--- src/rtl/updi_echo_filter_pkg.sv ---
// Shared UPDI link types and constants for the receive path.
// Holds receiver/filter state enums, data width and the SYNCH byte.
package updi_pkg;

    localparam int UPDI_DATA_BITS = 8;
    localparam logic [7:0] UPDI_SYNCH = 8'h55;

    typedef enum logic [2:0] {
        UART_IDLE,
        UART_START,
        UART_DATA,
        UART_PARITY,
        UART_STOP
    } uart_state_t;

    typedef enum logic {
        RXF_IDLE,
        RXF_COLLECT
    } rxf_state_t;

endpackage

--- src/rtl/updi_echo_filter_sync_fifo.sv ---
// Synchronous FIFO, power-of-2 DEPTH, push+pop allowed even when full.
// Ports: clk, rst (sync, active-high), i_push/i_data, i_pop, o_data
// (head), o_empty, o_full. Push on full without pop is dropped.
module sync_fifo
    import updi_pkg::*;
#(
    parameter int WIDTH = UPDI_DATA_BITS,
    parameter int DEPTH = 4
) (
    input  logic             clk,
    input  logic             rst,
    input  logic             i_push,
    input  logic [WIDTH-1:0] i_data,
    input  logic             i_pop,
    output logic [WIDTH-1:0] o_data,
    output logic             o_empty,
    output logic             o_full
);

    localparam int AW = $clog2(DEPTH);

    logic [AW:0]      r_wr;
    logic [AW:0]      r_rd;
    logic [WIDTH-1:0] r_mem [DEPTH];
    logic             w_do_pop;
    logic             w_do_push;

    assign o_empty   = (r_wr == r_rd);
    assign o_full    = ((r_wr - r_rd) == (AW+1)'(DEPTH));
    assign w_do_pop  = i_pop && !o_empty;
    // a pop frees the slot, so a full queue still accepts a push
    assign w_do_push = i_push && (!o_full || w_do_pop);
    assign o_data    = r_mem[r_rd[AW-1:0]];

    always_ff @(posedge clk) begin
        if (rst) begin
            r_wr <= '0;
            r_rd <= '0;
        end else begin
            if (w_do_push) r_wr <= r_wr + 1'b1;
            if (w_do_pop)  r_rd <= r_rd + 1'b1;
        end
    end

    always_ff @(posedge clk) begin
        if (w_do_push) r_mem[r_wr[AW-1:0]] <= i_data;
    end

endmodule

--- src/rtl/updi_echo_filter.sv ---
// UPDI echo filter: strips self-echoes from rx, forwards response bytes.
// Ports: tx_sent/tx_sent_data (echo push), rx_data/rx_data_valid/
// rx_error (receiver), expect_start/expect_len (collection request),
// resp_data/resp_valid/resp_ready (response FIFO), collecting, and
// 1-clk pulses echo_err, parity_err, unsolicited, timeout, overflow.
// Macro UPDI_ECHO_CHECK_EN: compare echoes against sent bytes.
module updi_echo_filter
    import updi_pkg::*;
#(
    parameter int DATA_BITS      = UPDI_DATA_BITS,
    parameter int ECHO_DEPTH     = 4,
    parameter int RESP_DEPTH     = 16,
    parameter int TIMEOUT_CYCLES = 100000
) (
    input  logic                 clk,
    input  logic                 rst,
    input  logic                 tx_sent,
    input  logic [DATA_BITS-1:0] tx_sent_data,
    input  logic [DATA_BITS-1:0] rx_data,
    input  logic                 rx_data_valid,
    input  logic                 rx_error,
    input  logic                 expect_start,
    input  logic [7:0]           expect_len,
    output logic [DATA_BITS-1:0] resp_data,
    output logic                 resp_valid,
    input  logic                 resp_ready,
    output logic                 collecting,
    output logic                 echo_err,
    output logic                 parity_err,
    output logic                 unsolicited,
    output logic                 timeout,
    output logic                 overflow
);

    localparam int CNT_W =
        (TIMEOUT_CYCLES > 2) ? $clog2(TIMEOUT_CYCLES) : 1;
    localparam logic [CNT_W-1:0] TMO_LAST =
        CNT_W'(TIMEOUT_CYCLES - 1);

    rxf_state_t       r_state;
    logic [7:0]       r_remaining;
    logic [CNT_W-1:0] r_tmo_cnt;
    logic             r_parity_err;
    logic             r_unsolicited;
    logic             r_timeout;
    logic             r_overflow;

    logic w_rx_ev;
    logic w_echo_empty;
    logic w_echo_full;
    logic w_echo_pop;
    logic w_echo_ovf;
    logic w_coll_ev;
    logic w_unsol;
    logic w_resp_push;
    logic w_resp_pop;
    logic w_resp_empty;
    logic w_resp_full;
    logic w_resp_ovf;

    assign w_rx_ev    = rx_data_valid || rx_error;
    // classification uses the echo queue before any same-cycle push
    assign w_echo_pop = w_rx_ev && !w_echo_empty;
    assign w_echo_ovf = tx_sent && w_echo_full && !w_echo_pop;

    assign w_coll_ev = w_rx_ev && w_echo_empty
                     && (r_state == RXF_COLLECT);
    assign w_unsol   = w_rx_ev && w_echo_empty
                     && (r_state == RXF_IDLE);

    assign w_resp_push = w_coll_ev && rx_data_valid && !rx_error;
    assign w_resp_pop  = !w_resp_empty && resp_ready;
    assign w_resp_ovf  = w_resp_push && w_resp_full && !w_resp_pop;

`ifdef UPDI_ECHO_CHECK_EN
    logic [DATA_BITS-1:0] w_echo_head;
    logic                 w_echo_err;
    logic                 r_echo_err;

    assign w_echo_err = w_echo_pop
                      && (rx_error || (rx_data != w_echo_head));

    sync_fifo #(
        .WIDTH (DATA_BITS),
        .DEPTH (ECHO_DEPTH)
    ) u_echo_q (
        .clk     (clk),
        .rst     (rst),
        .i_push  (tx_sent),
        .i_data  (tx_sent_data),
        .i_pop   (w_echo_pop),
        .o_data  (w_echo_head),
        .o_empty (w_echo_empty),
        .o_full  (w_echo_full)
    );

    always_ff @(posedge clk) begin
        if (rst) r_echo_err <= 1'b0;
        else     r_echo_err <= w_echo_err;
    end

    assign echo_err = r_echo_err;
`else
    // only the echo count matters; storage is a single dummy bit
    logic w_echo_head_unused;
    logic w_unused_tx;

    assign w_unused_tx = ^{tx_sent_data, w_echo_head_unused};

    sync_fifo #(
        .WIDTH (1),
        .DEPTH (ECHO_DEPTH)
    ) u_echo_q (
        .clk     (clk),
        .rst     (rst),
        .i_push  (tx_sent),
        .i_data  (1'b0),
        .i_pop   (w_echo_pop),
        .o_data  (w_echo_head_unused),
        .o_empty (w_echo_empty),
        .o_full  (w_echo_full)
    );

    assign echo_err = 1'b0;
`endif

    sync_fifo #(
        .WIDTH (DATA_BITS),
        .DEPTH (RESP_DEPTH)
    ) u_resp_q (
        .clk     (clk),
        .rst     (rst),
        .i_push  (w_resp_push),
        .i_data  (rx_data),
        .i_pop   (w_resp_pop),
        .o_data  (resp_data),
        .o_empty (w_resp_empty),
        .o_full  (w_resp_full)
    );

    always_ff @(posedge clk) begin
        if (rst) begin
            r_state       <= RXF_IDLE;
            r_remaining   <= 8'd0;
            r_tmo_cnt     <= '0;
            r_parity_err  <= 1'b0;
            r_unsolicited <= 1'b0;
            r_timeout     <= 1'b0;
            r_overflow    <= 1'b0;
        end else begin
            r_parity_err  <= (w_coll_ev || w_unsol) && rx_error;
            r_unsolicited <= w_unsol;
            r_overflow    <= w_echo_ovf || w_resp_ovf;
            r_timeout     <= 1'b0;
            if (expect_start && (expect_len != 8'd0)) begin
                r_state     <= RXF_COLLECT;
                r_remaining <= expect_len;
                r_tmo_cnt   <= '0;
            end else if (r_state == RXF_COLLECT) begin
                if (w_coll_ev) begin
                    r_tmo_cnt   <= '0;
                    r_remaining <= r_remaining - 8'd1;
                    if (r_remaining == 8'd1) r_state <= RXF_IDLE;
                end else if (w_echo_empty) begin
                    // turnaround measured only after the last echo
                    if (r_tmo_cnt == TMO_LAST) begin
                        r_state     <= RXF_IDLE;
                        r_remaining <= 8'd0;
                        r_tmo_cnt   <= '0;
                        r_timeout   <= 1'b1;
                    end else begin
                        r_tmo_cnt <= r_tmo_cnt + 1'b1;
                    end
                end
            end
        end
    end

    assign resp_valid  = !w_resp_empty;
    assign collecting  = (r_state == RXF_COLLECT);
    assign parity_err  = r_parity_err;
    assign unsolicited = r_unsolicited;
    assign timeout     = r_timeout;
    assign overflow    = r_overflow;

endmodule

--- config.mk ---
export PLATFORM = sky130hd
export DESIGN_NAME = updi_echo_filter
export DESIGN_NICKNAME = d
export VERILOG_FILES = /design/src/rtl/updi_echo_filter_pkg.sv /design/src/rtl/updi_echo_filter_sync_fifo.sv /design/src/rtl/updi_echo_filter.sv
export SDC_FILE = /design/constraint.sdc
export NUM_CORES = 1
export LEC_CHECK = 0
export CORE_ASPECT_RATIO = 0.5
export CORE_MARGIN = 2
export CORE_UTILIZATION = 25
export DETAILED_ROUTE_END_ITERATION = 10
export GPL_TIMING_DRIVEN = 0
export PLACE_DENSITY = 0.5
export SLEW_MARGIN = 20
export SYNTH_ARGS = -nofsm -noshare
export SYNTH_HDL_FRONTEND = slang
export SYNTH_SLANG_ARGS = --single-unit
export TNS_END_PERCENT = 10
--- constraint.sdc ---
create_clock -name clk -period 4.75 [get_ports clk]
set_clock_uncertainty 0.15 [all_clocks]
set_input_delay 0.95 -clock clk [delete_from_list [all_inputs] [get_ports clk]]
set_output_delay 0.95 -clock clk [all_outputs]
set_load 0.01 [all_outputs]
==> results.yml <==
hold_path:
  min_path_cells: 2
  holdCritPathClass: "reg2reg"
grt:
  grt_pass1_vias: 4303
  grt-ovfl-total: 0
  grt_pass1_wl_um: 25400
  gr-usage-all-layers_pct: 10.9
  antenna_found_initial: 0
  grt_max_degree: 17
timing:
  tns_ps: 0
  maxSlewViolCount: 0
  slew_headroom_pct: 37.1
  report.final.setup_viol: 0
  min_period_ps: 4130
  period_share_pct: 87.0
  hold_violations: 0
  rsz0062_at_grt: "false"
  fmax_mhz: 242
  holdWs_ps: 326
  fin_ws_ps: 618
  tightest_slew_ps: 940
detailed_routing:
  dr.pass1.iters: 4
  wl_per_cell_um: 16.6
  ant_nets: 0
  viasPerCell: 4.37
  via_count: 4208
  drtIter0Drc: 330
  wl_um: 16000
  post-route-drc-count: 0
outcome:
  status: "finished, final reports clean"
cells_and_area:
  fillerInstances: 2901
  drive_gt1_share_pct: 15.6
  diodes: 0
  syn_to_final_growth_pct: 18.7
  fin_nets: 605
run:
  cap_viol_max_count: 0
floorplanning:
  core_area_um2: 29200
  start_util_pct: 25.5
  rows: 44
  die_h_um: 126
  dieArea_um2: 31300
  ios: 46
  dieWidth_um: 248
synth:
  synth_edf_count: 128
  synth_nets: 549
  ys.flop_type: "edfxtp_1"
  syn-instance-count: 502
  yosys.area.top_type: "edfxtp_1"
  synthDistinctLibCells: 54
  async_reset_ff_share_pct: 0
  ys_seq_area_share_pct: 65.0
  syn_area_um2: 7450
  synthTopCellsByArea: "edfxtp_1 52%, dfxtp_1 13%, mux4_2 12%"
  yosysWarnings: 0
  synth-seq-cells: 178
  avgSynthCellArea_um2: 14.8
  synth_top_area_share_pct: 51.6
power:
  p_per_area_nw_per_um2: 385
  irDropWorstVdd_mv: 0.194
  pwr-share-comb_pct: 12.3
  p_seq_share_pct: 50.5
  intPower_mw: 2.56
  power_switching_share_pct: 24.9
  switchingPower_mw: 0.847
  p_leak_nw: 2.78
  pwr-share-clk_pct: 37.3
  finalPower_mw: 3.40
clock_tree:
  cts.clk_slew.worst_paths_ps: 70
  root_buffer: "clkbuf_16"
  clock_path_buffers: 2
  clock-sinks: 178
  clk_latency_ps: 430
  ctsResizeCount: 0
  post_cts_buffers: 0
  h-tree-depth: 4
  cts-buffers-inserted: 17
  cts_tree: "done"
  cts_hold_buf: 0
placed_design:
  place_worst_setup_slack_ps: 994
  dp_hpwl_um: 11100
  portBuffers: 35
  gp_congestion: 0.781
worst_setup_path:
  cp_data_arrival_time_ps: 3030
  worstPathRequired_ps: 3650
  reg2reg_depth: 8
  worstSetupEndpointType: "output pin"
  crit_path_start_kind: "flop"
  path_max_fanout: 10
  crit_type: "reg2out"
-- path summary, 6_finish.rpt --
path | endpoint | slack, ps | start
min | r_tmo_cnt[1]$_SDFFE_PP0P_ | 330 | r_tmo_cnt[1]$_SDFFE_PP0P_
min reg2reg | r_tmo_cnt[1]$_SDFFE_PP0P_ | 330 | r_tmo_cnt[1]$_SDFFE_PP0P_
max | resp_data[5] | 620 | flop
max reg2reg | u_resp_q.r_mem[9][3]$_DFFE_PP_ | 1420 | u_resp_q.r_rd[1]$_SDFFE_PP0N_
-- cells by family after synthesis --
logic type	share of synthesized area (%)
other	0.0503
adder cells (fa/ha/maj)	2.69
AO/OA/AOI/OAI	3.86
multiplexers	12.4
flip-flops	65.0
AND/OR/NAND/NOR	10.7
buffers and inverters	1.96
XOR/XNOR	3.41
-- final cells by class --
cell class	instances	area, µm²	area share [%]
plain buffers	21	90.1	1.02
well taps	391	489	5.53
inverters	15	56.3	0.636
multi-input cells	288	2480	28.1
clock buffers	21	440	4.98
clock inverters	11	80.1	0.905
flip-flops and latches	178	4840	54.8
repair buffers	37	365	4.13
-- cell usage after synthesis (4+ instances only) --
cell,number
edfxtp_1,128
nor2_1,55
dfxtp_1,50
mux4_2,40
nand2_1,28
a21oi_1,19
ha_1,16
xnor2_1,16
inv_1,15
xor2_1,13
clkbuf_1,12
nand3_1,12
nor3_1,10
o21ai_0,8
nor4_1,7
buf_2,6
nand4_1,6
and2_1,5
nand2b_1,5
and3_1,4
nor4b_1,4
-- metal layers --
layer	vias up	share of wire, %	global-route usage (%)
li1	2016	-	-
met5	-	0	0
met1	2108	50	15.6
met2	72	45	16.1
met4	0	1.1	3.15
met3	12	3.8	3.15
-- metrics by stage --
step	cells	instance area, µm²	utilization, %
floorplan	502	7450	-
global placement	928	8290	28.4
detailed placement	930	8330	28.5
CTS	962	8850	30.3
global route	962	8850	30.3
finish	962	8850	30.3
-- sequential cells by signal, summed over array words and instances (netlist names), named ones only --
name and cells:
collecting 1, u_resp_q.r_rd 5, u_resp_q.r_wr 5, r_remaining 8, parity_err 1, u_echo_q.r_wr 3, timeout 1, u_resp_q.r_mem 128
unsolicited 1, u_echo_q.r_rd 3, r_tmo_cnt 17, overflow 1
-- layout by cell type (no fill, tap or decap), drive strengths merged, types with 16 or more instances in the layout --
master,netlist,layout
a21oi,19,19
clkbuf,12,33
clkdlybuf4s50,0,35
dfxtp,50,50
edfxtp,128,128
ha,16,16
inv,15,18
mux4,40,40
nand2,28,28
nor2,56,56
xnor2,16,16
-- power groups by stage --
stage               sequential, mW  combinational, mW  clock (mW)
floorplan                     1.75              0.276           0
global placement              1.75              0.421           0
detailed placement            1.75              0.428           0
CTS                           1.72              0.430        1.31
global route                  1.72              0.465        1.38
finish                        1.72              0.418        1.27
-- worst max-delay path, cell delays in order, from the launching register on --
cell and delay, ps:
dfxtp_1 300, clkbuf_1 250, buf_2 430, mux4_2 570
mux4_2 530, clkdlybuf4s50_1 500
Note: power is estimated with default switching activity, not from simulation.
